**src/rtl/srl_seq_player.sv**
```systemverilog
// Loads a frame into a shift-register table, then plays it back cyclically in write order.
// The oldest word sits at the highest used address, so playback counts down from last_q to 0.
module srl_seq_player #(
  parameter int WIDTH     = 32,
  parameter int DEEP      = 32,
  parameter int DEEP_BITS = (DEEP < 32) ? 4 : (DEEP < 64) ? 5 : (DEEP < 128) ? 6 : 7
) (
  input  logic                 clk,
  input  logic                 rst,
  input  logic [DEEP_BITS-1:0] cfg_last_i,
  input  logic                 load_start_i,
  input  logic [WIDTH-1:0]     s_data_i,
  input  logic                 s_valid_i,
  output logic                 s_ready_o,
  input  logic                 play_en_i,
  output logic [WIDTH-1:0]     m_data_o,
  output logic                 m_valid_o,
  input  logic                 m_ready_i,
  output logic                 m_last_o,
  output logic                 loaded_o,
  output logic                 busy_o
);

  typedef enum logic [1:0] {S_IDLE, S_LOAD, S_LOADED, S_PLAY} state_t;

  state_t               state_q, state_d;
  logic [DEEP_BITS-1:0] last_q, last_d;
  logic [DEEP_BITS-1:0] cnt_q, cnt_d;
  logic [DEEP_BITS-1:0] rd_addr_q, rd_addr_d;
  logic [WIDTH-1:0]     m_data_q, m_data_d;
  logic                 m_valid_q, m_valid_d;
  logic                 m_last_q, m_last_d;
  logic                 loaded_q, loaded_d;
  logic                 busy_q, busy_d;
  logic                 out_ld;
  logic                 load_beat;

  logic [WIDTH-1:0] mem [DEEP];

  // Both streams: a beat transfers on a clock edge where valid and ready are both high;
  // a valid beat is held unchanged until it transfers.
  assign s_ready_o = (state_q == S_LOAD);
  assign load_beat = s_valid_i && (state_q == S_LOAD);

  // Table is deliberately not reset so it maps onto shift-register primitives.
  always_ff @(posedge clk) begin
    if (load_beat) begin
      mem[0] <= s_data_i;
      for (int j = 1; j < DEEP; j++) mem[j] <= mem[j-1];
    end
  end

  always_comb begin
    state_d   = state_q;
    last_d    = last_q;
    cnt_d     = cnt_q;
    rd_addr_d = rd_addr_q;
    m_data_d  = m_data_q;
    m_valid_d = m_valid_q;
    m_last_d  = m_last_q;
    out_ld    = !m_valid_q || m_ready_i;
    case (state_q)
      S_IDLE: begin
        if (load_start_i) begin
          state_d = S_LOAD;
          last_d  = cfg_last_i;
          cnt_d   = '0;
        end
      end
      S_LOAD: begin
        // A restart wins over a coincident beat: the word still shifts in but is not counted.
        if (load_start_i) begin
          last_d = cfg_last_i;
          cnt_d  = '0;
        end else if (s_valid_i) begin
          if (cnt_q == last_q) state_d = S_LOADED;
          else                 cnt_d   = cnt_q + 1'b1;
        end
      end
      S_LOADED: begin
        if (load_start_i) begin
          state_d = S_LOAD;
          last_d  = cfg_last_i;
          cnt_d   = '0;
        end else if (play_en_i) begin
          state_d   = S_PLAY;
          rd_addr_d = last_q;
        end
      end
      S_PLAY: begin
        if (out_ld) begin
          // Stop only at a frame boundary, i.e. before fetching the first word again.
          if ((rd_addr_q == last_q) && !play_en_i) begin
            m_valid_d = 1'b0;
            m_last_d  = 1'b0;
            state_d   = S_LOADED;
          end else begin
            m_data_d  = mem[rd_addr_q];
            m_last_d  = (rd_addr_q == '0);
            m_valid_d = 1'b1;
            rd_addr_d = (rd_addr_q == '0) ? last_q : rd_addr_q - 1'b1;
          end
        end
      end
      default: state_d = S_IDLE;
    endcase
    loaded_d = (state_d == S_LOADED);
    busy_d   = (state_d == S_LOAD) || (state_d == S_PLAY);
  end

  always_ff @(posedge clk or posedge rst) begin
    if (rst) begin
      state_q   <= S_IDLE;
      last_q    <= '0;
      cnt_q     <= '0;
      rd_addr_q <= '0;
      m_data_q  <= '0;
      m_valid_q <= 1'b0;
      m_last_q  <= 1'b0;
      loaded_q  <= 1'b0;
      busy_q    <= 1'b0;
    end else begin
      state_q   <= state_d;
      last_q    <= last_d;
      cnt_q     <= cnt_d;
      rd_addr_q <= rd_addr_d;
      m_data_q  <= m_data_d;
      m_valid_q <= m_valid_d;
      m_last_q  <= m_last_d;
      loaded_q  <= loaded_d;
      busy_q    <= busy_d;
    end
  end

  assign m_data_o  = m_data_q;
  assign m_valid_o = m_valid_q;
  assign m_last_o  = m_last_q;
  assign loaded_o  = loaded_q;
  assign busy_o    = busy_q;

endmodule
```
**config.mk**
```make
export PLATFORM = sky130hd
export DESIGN_NAME = srl_seq_player
export DESIGN_NICKNAME = d
export VERILOG_FILES = /design/src/rtl/srl_seq_player.sv
export SDC_FILE = /design/constraint.sdc
export NUM_CORES = 1
export LEC_CHECK = 0
export CORE_UTILIZATION = 56
export CTS_BUF_LIST = sky130_fd_sc_hd__clkbuf_4 sky130_fd_sc_hd__clkbuf_8
export DETAILED_ROUTE_END_ITERATION = 10
export PLACE_DENSITY = 0.84
export SYNTH_ARGS = -nofsm -noshare
export SYNTH_HDL_FRONTEND = slang
export SYNTH_SLANG_ARGS = --single-unit
```
**constraint.sdc**
```tcl
create_clock -name clk -period 84.7 [get_ports clk]
set_input_delay 12.705 -clock clk [delete_from_list [all_inputs] [get_ports clk]]
set_output_delay 12.705 -clock clk [all_outputs]
set_load 0.05 [all_outputs]
```
After elaboration in Yosys (flattened, before gate mapping)

Memory sizes are Yosys's and may differ from the RTL's. A register that Yosys moved wholly into a read port is not among the register bits.
Cells that the tools add are included.

RAM bits: 1024
Input port bits: 43
Memories kept: 1
Output and inout bits: 37
Logic and storage cells: 68
Flip-flop bits (word level): 21

Memories:

| name | depth | width | read ports | clocked after memory_dff | wr ports | line | text |
|---|---|---|---|---|---|---|---|
| mem  | 32    | 32    | 32         | 1                        | 32       | 38   | `logic [WIDTH-1:0] mem [DEEP];` |

Add/subtract/negate cells: 2
Eq/ne operators: 15
Bitwise logic cells: 1
Reduce and logical (&&, ||, !) cells: 17
Muxes and demuxes: 24

Operators with widths:

| kind                                              | count |
|---|---|
| two-way mux 5 bit                                 | 9 |
| one-hot mux 5 bit (2 select lines)                | 2 |
| two-way mux 2 bit                                 | 8 |
| == test 5 bit                                     | 2 |
| == test 2 bit (second input constant)             | 4 |
| != test 2 bit (second input constant)             | 4 |
| one-hot mux 2 bit (4 select lines)                | 1 |
| != test 3 bit (second input constant)             | 2 |
| adder 5 x 1 -> 5 bit (second input constant)      | 1 |
| zero test 5 bit                                   | 1 |
| AND reduction 5 bit                               | 1 |
| subtractor 5 x 1 -> 5 bit (second input constant) | 1 |
| == test 2 x 1 -> 1 bit (second input constant)    | 2 |
| two-way mux 1 bit                                 | 4 |
| AND reduction 2 bit                               | 2 |
| AND reduction 4 bit                               | 1 |
| nonzero test 2 bit                                | 2 |
| AND reduction 3 bit                               | 1 |
| OR reduction 3 bit                                | 1 |
| logical AND 1 bit                                 | 2 |
| zero test 1 bit                                   | 2 |
| zero test 2 bit                                   | 1 |
| logical OR 1 bit                                  | 2 |
| != test 2 x 1 -> 1 bit (second input constant)    | 1 |
| other kinds (2)                                   | 2 |

Longest topological paths before layout

Depth after elaboration: 7
Gate-level depth with buffers: 12
Depth with buffers taken out: 7

Least setup slack after synthesis

Ideal clock, no wire load.

Path type: input port to flip-flop
From: in s_valid_i
To: reg cnt_q[3]
Library setup time: 245 ps
Buffers on the path: 0
Data arrival time: 100819 ps
Slack: -16363 ps
Cell stages on the path: 5
Required time: 84455 ps
Cells stage by stage: inv_1 nor3_1 o21ai_0 o311ai_0 o41ai_1

Longest elaborated chain between the ends: 2

Ends and longest elaborated chain:

| element                       | line | text |
|---|---|---|
| from (decl)                   | 13   | `input logic s_valid_i,` |
| != test 3 bit (no line)       | -    |  |
| AND reduction 4 bit (no line) | -    |  |
| to (signal assigned)          | 125  | `cnt_q <= cnt_d;` |
| to (decl)                     | 28   | `logic [DEEP_BITS-1:0] cnt_q, cnt_d;` |

Every way passes these cells.
A chain may end at the register's enable or synchronous reset.

==> results.md <==
- Max-slew headroom: 19.6%
- Via-per-instance ratio: 6.35
- Commonest non-fill, non-tap cell in the layout: edfxtp_1
- Clk pwr share: 22.8%
- Crit end category: flop
- Routed wire length: 77.8 mm
- Final-report max-slew violation count: 0
- # setup viols final: 0
- Grt ovf: 0
- Clk_lat worst skew: 0.79 ns
- CP Data Arrival Time: 17.60 ns
- Die Span Y: 273 um
- Synthesized flop and latch total: 1,077
- # DRC: 0
- Bufs on Longest Clock Path: 3
- Net switching power: 0.566 mW
- Die Wd: 273 um
- Global-route wire length before repair: 122 mm
- Post-CTS Resized: 0
- CTS H-tree depth: 4
- Row cnt: 98
- Max Cap Viol: 0
- Startpoint types: input pin
- Share of cells above drive strength 1: 25.5%
- Post-placement cell count: 2,809
- Register area: 32,100 um2
- Synth Cell Area: 41,100 um2
- Initial antenna violation count: 4
- Sequential fraction of the synthesis area: 78.0%
- Routed Antenna Nets: 0
- Minimum clock period: 17.19 ns
- Post-CTS setup buffer count: 0
- Fillers: 4,373
- PwrDens: 39.6 nW/um2
- CP Data Required Time: 85.11 ns
- Area of the multi-input gates: 8450 um2
- Final Hold Fails: 0
- Placeable Area: 72,100 um2
- Fin cells: 3,091
- Final cycle utilization of the critical path: 20.3%
- Root buffer cell: clkbuf_8
- Layout Nets: 2,063
- R2R depth: 7
- Synth cell types: 48
- Combinational share of power: 27.2%
- RSZ-0062 raised after global routing: false
- Ys flop type: edfxtp_1
- RePlAce Congestion: 0.787
- Maximum vdd drop: 0.0000248 V
- Setup TNS: 0 ns
- EDFF count, synth: 1,024
- Status: finished, final reports clean
- Fmax: 58.2 MHz
- CTS Buf Count: 157
- Initial Util: 57.0%
- Via count: 19,600
- DIE AREA: 74,500 um2
- Area delta synth->final: 11.7%
- Hold Path Class: reg2reg
- Cell Int Power: 1.25 mW
- Pre-CTS setup slack: 66.68 ns
- Synth Instances: 1,859
- Worst clock skew: 0.0300 ns
- Post-CTS Hold Buffers: 0
- Seq pwr share: 50.1%
- YS warnings: 0
- Crit path max fanout: 211
- DR pass1 iterations: 5
- TritonCTS clock tree: done
- Dpl hpwl: 43.1 mm
- Vias in the first global route: 20,500
- Syn nets: 1,904
- Hold Path Stages: 0
- # port buffers: 79
- Total track usage: 21.5%
- Total power: 1.82 mW
- Routed length per instance: 25.2 um
- Actual slew at the worst max-slew pin: 1.21 ns
- Sw frac: 31.1%
- Top Ports: 80
- Async S/R FF share, synth: 4.92%
- Setup slack after layout: 67.51 ns
- DRT iter0 DRCs: 2,494
- Worst Setup Path Type: in2reg
- Clock transition at the registers of the reported paths: 0.06 ns
- Clock sinks: 1,077
- Static Leak: 15.3 nW
- Maximum number of pins on one net before global-route repair: 212
- Avg Inst Size Synth: 22.1 um2
- Most frequent cells in the layout: 1,024 x edfxtp_1, 240 x mux4_2, 166 x clkbuf_8
==> metrics by stage <==
stage	cell area, um2	hold WS (ns)	util [%]
after floorplan	41100	0.421	-
after global placement	42800	0.426	59.4
after detailed placement	42800	0.427	59.4
after CTS	45900	0.413	63.7
after global routing	45900	0.417	63.7
final	45900	0.424	63.7
==> cells by family after synthesis <==
logic type	count (synthesis)	synth area share, %
AO/OA/AOI/OAI	248	4.02
XOR/XNOR	10	0.213
adder cells (fa/ha/maj)	2	0.0609
buffers and inverters	117	1.53
flip-flops	1077	78.0
multiplexers	315	15.0
AND/OR/NAND/NOR	90	1.13
==> Yosys cell counts (all sizes together) (19+ instances only) <==
| cell type | number | area share [%] |
|---|---|---|
| a21oi | 73 | 0.89 |
| edfxtp | 1024 | 75 |
| mux4 | 240 | 13 |
| clkbuf | 44 | 0.40 |
| mux2i | 65 | 1.6 |
| dfrtp | 53 | 3.2 |
| buf | 62 | 1.0 |
| o221ai | 24 | 0.51 |
| o21ai | 32 | 0.39 |
| nor2 | 24 | 0.22 |
| a22oi | 54 | 0.99 |
| and2 | 19 | 0.29 |
==> power by group through the flow <==
stage | logic [mW] | registers [mW] | clock network [mW]
2_1_floorplan | 0.360 | 1.08 | 0
4_1_cts | 0.497 | 0.910 | 0.422
6_report | 0.494 | 0.910 | 0.414
3_5_place_dp | 0.493 | 0.915 | 0
5_1_grt | 0.525 | 0.928 | 0.444
3_3_place_gp | 0.478 | 0.898 | 0
==> layout make-up <==
cell class	count	share of cell area, %
Antenna cell	2	0.0109
Clock inverter	45	0.695
Multi-Input combinational cell	665	18.4
Inverter	11	0.0899
Clock buffer	235	6.10
Timing Repair Buffer	106	2.25
Tap cell	950	2.59
Sequential cell	1077	69.9
==> state kept, by name, summed over array words and instances, names as in the netlist <==
| name | count |
|---|---|
| mem | 1024 |
| m_valid_o | 1 |
| loaded_o | 1 |
| cnt_q | 5 |
| m_last_o | 1 |
| busy_o | 1 |
| m_data_o | 32 |
| rd_addr_q | 5 |
| state_q | 2 |
| last_q | 5 |
==> worst max-delay path, stage by stage <==
cell and delay (ns):
clkdlybuf4s50_1 0.46, inv_1 0.07, nor3_4 0.10, buf_4 0.71, buf_4 0.88, buf_4 0.69
buf_12 0.75, buf_4 0.89
==> worst paths after layout <==
check	end	from	slack [ns]
worst max-delay path	mem[25][23]$_DFFE_PP_	s_valid_i	67.51
worst min-delay path	mem[15][25]$_DFFE_PP_	mem[14][25]$_DFFE_PP_	0.42
worst max register to register	mem[25][23]$_DFFE_PP_	state_q[0]$_DFF_PP0_	79.24
worst min register to register	mem[15][25]$_DFFE_PP_	mem[14][25]$_DFFE_PP_	0.42
max in group asynchronous	rd_addr_q[0]$_DFFE_PP0P_	rst	71.41
min in group asynchronous	m_data_o[23]$_DFFE_PP0P_	rst	12.51
==> per-layer routing <==
layer  up-vias  track usage (%)  routed length, um
li1       8208                -                  -
met1     10200             30.9              31500
met2      1055             33.0              37900
met3       138             4.85               6680
met4         4             7.36               1610
met5         -                0                 33
Power figures use the tool's default switching activity.
